**src/rtl/grad_accumulate.sv**
```systemverilog
// Accumulates one gradient sample G into the running tensor A element by element,
// optionally applying an arithmetic right shift on the last sample of a batch.
module grad_accumulate #(
  parameter int DATA_W = 32,
  parameter int ADDR_W = 32
) (
  input  logic              clk,
  input  logic              rst,
  input  logic              go,
  input  logic              batch_first,
  input  logic              batch_last,
  input  logic [4:0]        scale_shift,
  output logic              done,
  output logic              error,
  input  logic [ADDR_W-1:0] g_region_begin,
  input  logic [ADDR_W-1:0] g_region_end,
  input  logic [ADDR_W-1:0] a_region_begin,
  input  logic [ADDR_W-1:0] a_region_end,
  output logic              g_r_en,
  output logic [ADDR_W-1:0] g_ptr,
  input  logic [DATA_W-1:0] g_data_load,
  input  logic              g_done,
  output logic              a_r_en,
  output logic              a_w_en,
  output logic [ADDR_W-1:0] a_ptr,
  output logic [DATA_W-1:0] a_data_store,
  input  logic [DATA_W-1:0] a_data_load,
  input  logic              a_done,
  output logic [2:0]        dbg_state_o
);

  // Memory ports: a request (r_en or w_en with ptr/data_store) is held stable until the
  // one-cycle done pulse is sampled, and dropped on that same clock edge.

  typedef enum logic [2:0] {
    S_IDLE, S_HDR_G, S_HDR_A, S_RD, S_WR, S_FIN, S_ERR
  } state_t;

  localparam int CW = ((ADDR_W > DATA_W) ? ADDR_W : DATA_W) + 1;

  state_t              state_q, state_d;
  logic                bf_q, bf_d, bl_q, bl_d;
  logic [4:0]          shift_q, shift_d;
  logic [ADDR_W-1:0]   gb_q, gb_d, ge_q, ge_d, ab_q, ab_d, ae_q, ae_d;
  logic [DATA_W-1:0]   n_q, n_d, i_q, i_d;
  logic [DATA_W-1:0]   g_val_q, g_val_d, a_val_q, a_val_d;
  logic                g_got_q, g_got_d, a_got_q, a_got_d;
  logic                done_q, done_d, error_q, error_d;

  logic [ADDR_W-1:0]        elem_off;
  logic [DATA_W-1:0]        sum_w, store_w;
  logic signed [DATA_W-1:0] shifted_w;
  logic                     size_bad;

  assign elem_off  = ADDR_W'(i_q) + ADDR_W'(1);
  assign sum_w     = (bf_q ? '0 : a_val_q) + g_val_q;
  assign shifted_w = $signed(sum_w) >>> shift_q;
  assign store_w   = bl_q ? shifted_w : sum_w;

  // Extra bit keeps begin+1+N from wrapping past the region end.
  assign size_bad = (CW'(gb_q) + CW'(g_data_load) + CW'(1) > CW'(ge_q)) ||
                    (CW'(ab_q) + CW'(g_data_load) + CW'(1) > CW'(ae_q));

  always_comb begin
    state_d = state_q;
    bf_d = bf_q;  bl_d = bl_q;  shift_d = shift_q;
    gb_d = gb_q;  ge_d = ge_q;  ab_d = ab_q;  ae_d = ae_q;
    n_d = n_q;  i_d = i_q;
    g_val_d = g_val_q;  a_val_d = a_val_q;
    g_got_d = g_got_q;  a_got_d = a_got_q;
    g_r_en = 1'b0;  g_ptr = '0;
    a_r_en = 1'b0;  a_w_en = 1'b0;  a_ptr = '0;  a_data_store = '0;
    case (state_q)
      S_IDLE: begin
        if (go) begin
          bf_d = batch_first;  bl_d = batch_last;  shift_d = scale_shift;
          gb_d = g_region_begin;  ge_d = g_region_end;
          ab_d = a_region_begin;  ae_d = a_region_end;
          state_d = S_HDR_G;
        end
      end
      S_HDR_G: begin
        g_r_en = 1'b1;
        g_ptr  = gb_q;
        if (g_done) begin
          n_d     = g_data_load;
          state_d = size_bad ? S_ERR : S_HDR_A;
        end
      end
      S_HDR_A: begin
        a_ptr        = ab_q;
        a_w_en       = bf_q;
        a_r_en       = !bf_q;
        a_data_store = bf_q ? n_q : '0;
        if (a_done) begin
          i_d = '0;  g_got_d = 1'b0;  a_got_d = 1'b0;
          if (!bf_q && (a_data_load != n_q)) state_d = S_ERR;
          else if (n_q == '0)               state_d = S_FIN;
          else                              state_d = S_RD;
        end
      end
      S_RD: begin
        g_ptr  = gb_q + elem_off;
        a_ptr  = ab_q + elem_off;
        g_r_en = !g_got_q;
        a_r_en = !bf_q && !a_got_q;
        if (g_done && !g_got_q) begin
          g_val_d = g_data_load;
          g_got_d = 1'b1;
        end
        if (a_done && a_r_en) begin
          a_val_d = a_data_load;
          a_got_d = 1'b1;
        end
        if (g_got_d && (a_got_d || bf_q)) state_d = S_WR;
      end
      S_WR: begin
        a_w_en       = 1'b1;
        a_ptr        = ab_q + elem_off;
        a_data_store = store_w;
        if (a_done) begin
          g_got_d = 1'b0;  a_got_d = 1'b0;
          if (i_q == n_q - DATA_W'(1)) state_d = S_FIN;
          else begin
            i_d     = i_q + DATA_W'(1);
            state_d = S_RD;
          end
        end
      end
      S_FIN:   if (!go) state_d = S_IDLE;
      S_ERR:   if (!go) state_d = S_IDLE;
      default: state_d = S_IDLE;
    endcase
    done_d  = (state_d == S_FIN) || (state_d == S_ERR);
    error_d = (state_d == S_ERR);
  end

  always_ff @(posedge clk) begin
    if (rst) begin
      state_q <= S_IDLE;
      bf_q <= 1'b0;  bl_q <= 1'b0;  shift_q <= '0;
      gb_q <= '0;  ge_q <= '0;  ab_q <= '0;  ae_q <= '0;
      n_q <= '0;  i_q <= '0;
      g_val_q <= '0;  a_val_q <= '0;
      g_got_q <= 1'b0;  a_got_q <= 1'b0;
      done_q <= 1'b0;  error_q <= 1'b0;
    end else begin
      state_q <= state_d;
      bf_q <= bf_d;  bl_q <= bl_d;  shift_q <= shift_d;
      gb_q <= gb_d;  ge_q <= ge_d;  ab_q <= ab_d;  ae_q <= ae_d;
      n_q <= n_d;  i_q <= i_d;
      g_val_q <= g_val_d;  a_val_q <= a_val_d;
      g_got_q <= g_got_d;  a_got_q <= a_got_d;
      done_q <= done_d;  error_q <= error_d;
    end
  end

  assign done        = done_q;
  assign error       = error_q;
  assign dbg_state_o = state_q;

endmodule

```
**config.mk**
```make
export PLATFORM = sky130hd
export DESIGN_NAME = grad_accumulate
export DESIGN_NICKNAME = d
export VERILOG_FILES = /design/src/rtl/grad_accumulate.sv
export SDC_FILE = /design/constraint.sdc
export NUM_CORES = 1
export LEC_CHECK = 0
export CAP_MARGIN = 20
export CORE_ASPECT_RATIO = 1.1
export CORE_MARGIN = 1.5
export CORE_UTILIZATION = 50
export CTS_CLUSTER_DIAMETER = 40
export DETAILED_ROUTE_END_ITERATION = 6
export PLACE_DENSITY = 0.87
export SYNTH_ARGS = -nofsm -noshare
export SYNTH_HDL_FRONTEND = slang
export SYNTH_SLANG_ARGS = --single-unit
```
**constraint.sdc**
```tcl
create_clock -name clk -period 5.1 [get_ports clk]
set_clock_uncertainty 0.05 [all_clocks]
set_input_delay 0.51 -clock clk [delete_from_list [all_inputs] [get_ports clk]]
set_output_delay 0.51 -clock clk [all_outputs]
set_load 0.02 [all_outputs]
```
==> run metrics <==
# nets final=4738; DRT iter0 DRCs=4486; crit path max fanout=4; top cells by area, synth=dfxtp_1, ha_1, nand2_1, a21oi_1, xnor2_1; total clock buffers created by CTS=46; Hold Path Class=in -> reg; largest net degree at the start of global routing=136; CTS root buf=clkbuf_16; vias per inst=6.550; failing checks=design-rule violations, negative setup slack; total global routing track utilization=45.46%; CP max-delay cell=o21ai_0; Worst-Margin Slew=1.264 ns; Gate Count Post-Synth=3465; final instance area=37530 sq um; Rel. slew slack=15.05%; CP dominant cell by count=buf_4; Seq/Total Area, Yosys=21.72%; Max clock buf depth=3; DRC=2; DP HPWL=90050 um; H-tree Lvls=2; Crit path max-delay family=compound AO/OA/AOI/OAI gates; Setup CP Type=reg -> out; initial antenna violation count=8; Die Area=51130 sq um; synth unique cells=96; worst-skew pair later-pin latency=0.61 ns; startpoint types=flip-flop; Net Count, Synth=3898; VDD IR max=0.3633 mV; Final Total Pwr=10380 uW; Min Clock Period, post-route=5.525 ns; Post-synth ARST share=0%; synth-to-layout area growth=50.78%; Ys Warns=0; Synth Area per Inst=7.183 sq um; Mapped Area=24890 sq um; first-pass GRT wire length=177500 um; CTS tree=done; Clk pin slew, worst setup/hold paths=0.06 ns; RSZ-0062 raised after global routing=true; WL/cell=26.09 um; flops & latches, synth=270; setup ws final=-0.4249 ns; die width=215.7 um; period utilization=108.3%; Post-synth EDFFs=0; Crit. End Element=primary output; IO Pins=308; Critical R2R Launch=ab_q[5]$_SDFFE_PP0P_; Core Area=49030 sq um; FF+latch area=5441 sq um; Fin. Hold Viols=0; placed inst area=32570 sq um; Power per Cell Area=276.7 nW/um^2; min-delay src=g_region_end[15]; Finish-stage setup viols=51; Sink Count=270; flop2flop setup slack=-0.09 ns; Critical R2R Capture=done$_SDFF_PP0_; hold_ws=0.4006 ns; Worst Path Arrival=4.96 ns; WHS Path Cells=3; Fillers=3397; area occupied by multi-input gates=20730 sq um; Final Slew Violations=0; final core utilization=76.55%; Initial DRT Pass Iterations=7; Worst path max stage delay=0.53 ns; Most used DFF post-synth=dfxtp_1; Die Span Y=237.0 um; starting density of the core=50.77%; total wire length=130400 um; crit-path cells=nand2_1 -> nor4_2 -> buf_4 -> and4_4 -> buf_4 -> xor2_1 -> ha_1 -> o21ai_0 -> nor2_4 -> nor4_4 -> buf_4 -> o31ai_4 -> buf_6 -> o211a_1 -> o21a_1 -> o31ai_2 -> a21oi_2 -> buf_6; Yosys top cell by area=dfxtp_1; status=finished, violations left; CP Data Required Time=4.54 ns; top-area cell type share of the netlist area=21.72%; GPL Wtd Cong=1.069; Vias=32730; maximum clock frequency=181.0 MHz; vias in the first global route=30130; total global routing overflow=0; max cap viols=0; WHS Endpoint=ge_q[15]$_SDFFE_PP0P_; layout cells sized above 1=28.54%; IO Port Bufs=307; remaining antenna violation count=0; static leakage=0.01619 uW; num rows=85; crit path buf inv count=5; R2R depth=22
-- synth_stat cells (39+ instances only) --
master and instances:
nand2_1 652, dfxtp_1 270, xnor2_1 125, nor2b_1 64
o21ai_0 132, nor3_1 67, nand4_1 50, nor2_1 199
ha_1 224, mux2i_1 39, a211oi_1 52, nand3_1 54
xor2_1 89, nor4_1 40, a21o_1 103, a21oi_1 425
clkbuf_1 182, inv_1 126
-- power breakdown --
group | switching (uW) | internal [uW] | leakage (uW)
clock | 1270 | 2200 | 0.000833
combinational | 2530 | 1820 | 0.0131
sequential | 282 | 2280 | 0.00221
total | 4090 | 6300 | 0.0162
-- flip-flops by register name (all words and copies together) (netlist names), 3 cells and up --
signal	cells
ge_q	32
n_q	32
gb_q	32
ab_q	32
g_val_q	32
dbg_state_o	3
i_q	32
shift_q	5
ae_q	32
a_val_q	32
-- final cells by class --
type	count	area share, %
Sequential cell	270	14.50
Clock buffer	52	3.234
Tap cell	652	2.174
Inverter	128	1.280
Clock inverter	32	1.354
Timing Repair Buffer	997	22.18
Antenna cell	4	0.02667
Multi-Input combinational cell	2862	55.25
-- cell usage in the layout (no fill, tap or decap), types with 41 or more instances in the layout --
cell | netlist | layout
dfxtp_1 | 270 | 255
clkdlybuf4s50_1 | 0 | 234
o21ai_0 | 132 | 98
xnor2_1 | 125 | 101
nor3_1 | 67 | 52
a21o_1 | 103 | 103
nor2b_1 | 64 | 43
nand2_1 | 652 | 642
xor2_1 | 89 | 87
inv_1 | 126 | 126
nand3_1 | 54 | 50
a21oi_1 | 425 | 380
nor2_1 | 199 | 179
buf_4 | 0 | 668
clkbuf_16 | 0 | 49
o21ai_1 | 25 | 41
ha_1 | 224 | 190
nand4_1 | 50 | 50
-- routing by layer --
layer | part of all wire, % | track usage, % | up-vias | routed length, um
met2 | 42 | 71.76 | 2594 | 55200
met5 | 0.052 | 0 | - | 68
li1 | - | - | 14110 | -
met4 | 12 | 37.74 | 10 | 15060
met3 | 12 | 9.865 | 935 | 16250
met1 | 34 | 52.73 | 15080 | 43780
-- what timing repair did --
action | 4_1_cts | 5_1_grt
endpoints found under the hold margin | 0 | 0
buffers inserted | 31 | 61
hold buffers | 0 | 0
gates resized for setup | 419 | 396
endpoints found under the setup margin | 74 | 74
gates cloned | 0 | 3
pin swaps | 84 | 205
-- tightest hold or removal path, cell delays in order --
cell,delay (ns)
clkdlybuf4s50_1,0.39
nand2_1,0.05
a21oi_1,0.05
-- worst max-delay path by stage --
stage | from | end | depth (start not counted) | slack, ns
after floorplan | g_data_load[0] | done$_SDFF_PP0_ | 23 | 0.02
after global placement | g_data_load[1] | done$_SDFF_PP0_ | 23 | -0.91
after detailed placement | g_data_load[1] | done$_SDFF_PP0_ | 23 | -1.13
after CTS | i_q[1]$_SDFFE_PP0P_ | g_ptr[29] | 18 | -0.08
after global routing | i_q[5]$_SDFFE_PP0P_ | a_ptr[31] | 19 | -0.41
final | i_q[5]$_SDFFE_PP0P_ | g_ptr[29] | 18 | -0.42
-- kinds of logic after synthesis --
group                    share of synthesized area, %
AND/OR/NAND/NOR                                 23.92
AO/OA/AOI/OAI                                   27.06
buffers and inverters                           5.102
flip-flops                                      21.72
adder cells (fa/ha/maj)                         11.66
XOR/XNOR                                        7.641
multiplexers                                    2.895
-- metrics by stage --
step / setup WS, ns / std cells / TNS [ns]
floorplan: 0.01692 / 3465 / 0
global placement: -0.9067 / 4822 / -6.029
detailed placement: -1.127 / 4822 / -7.368
CTS: -0.07826 / 4935 / -0.1269
global route: -0.4122 / 4994 / -10.60
finish: -0.4249 / 4997 / -5.819
Power figures use the tool's default switching activity.
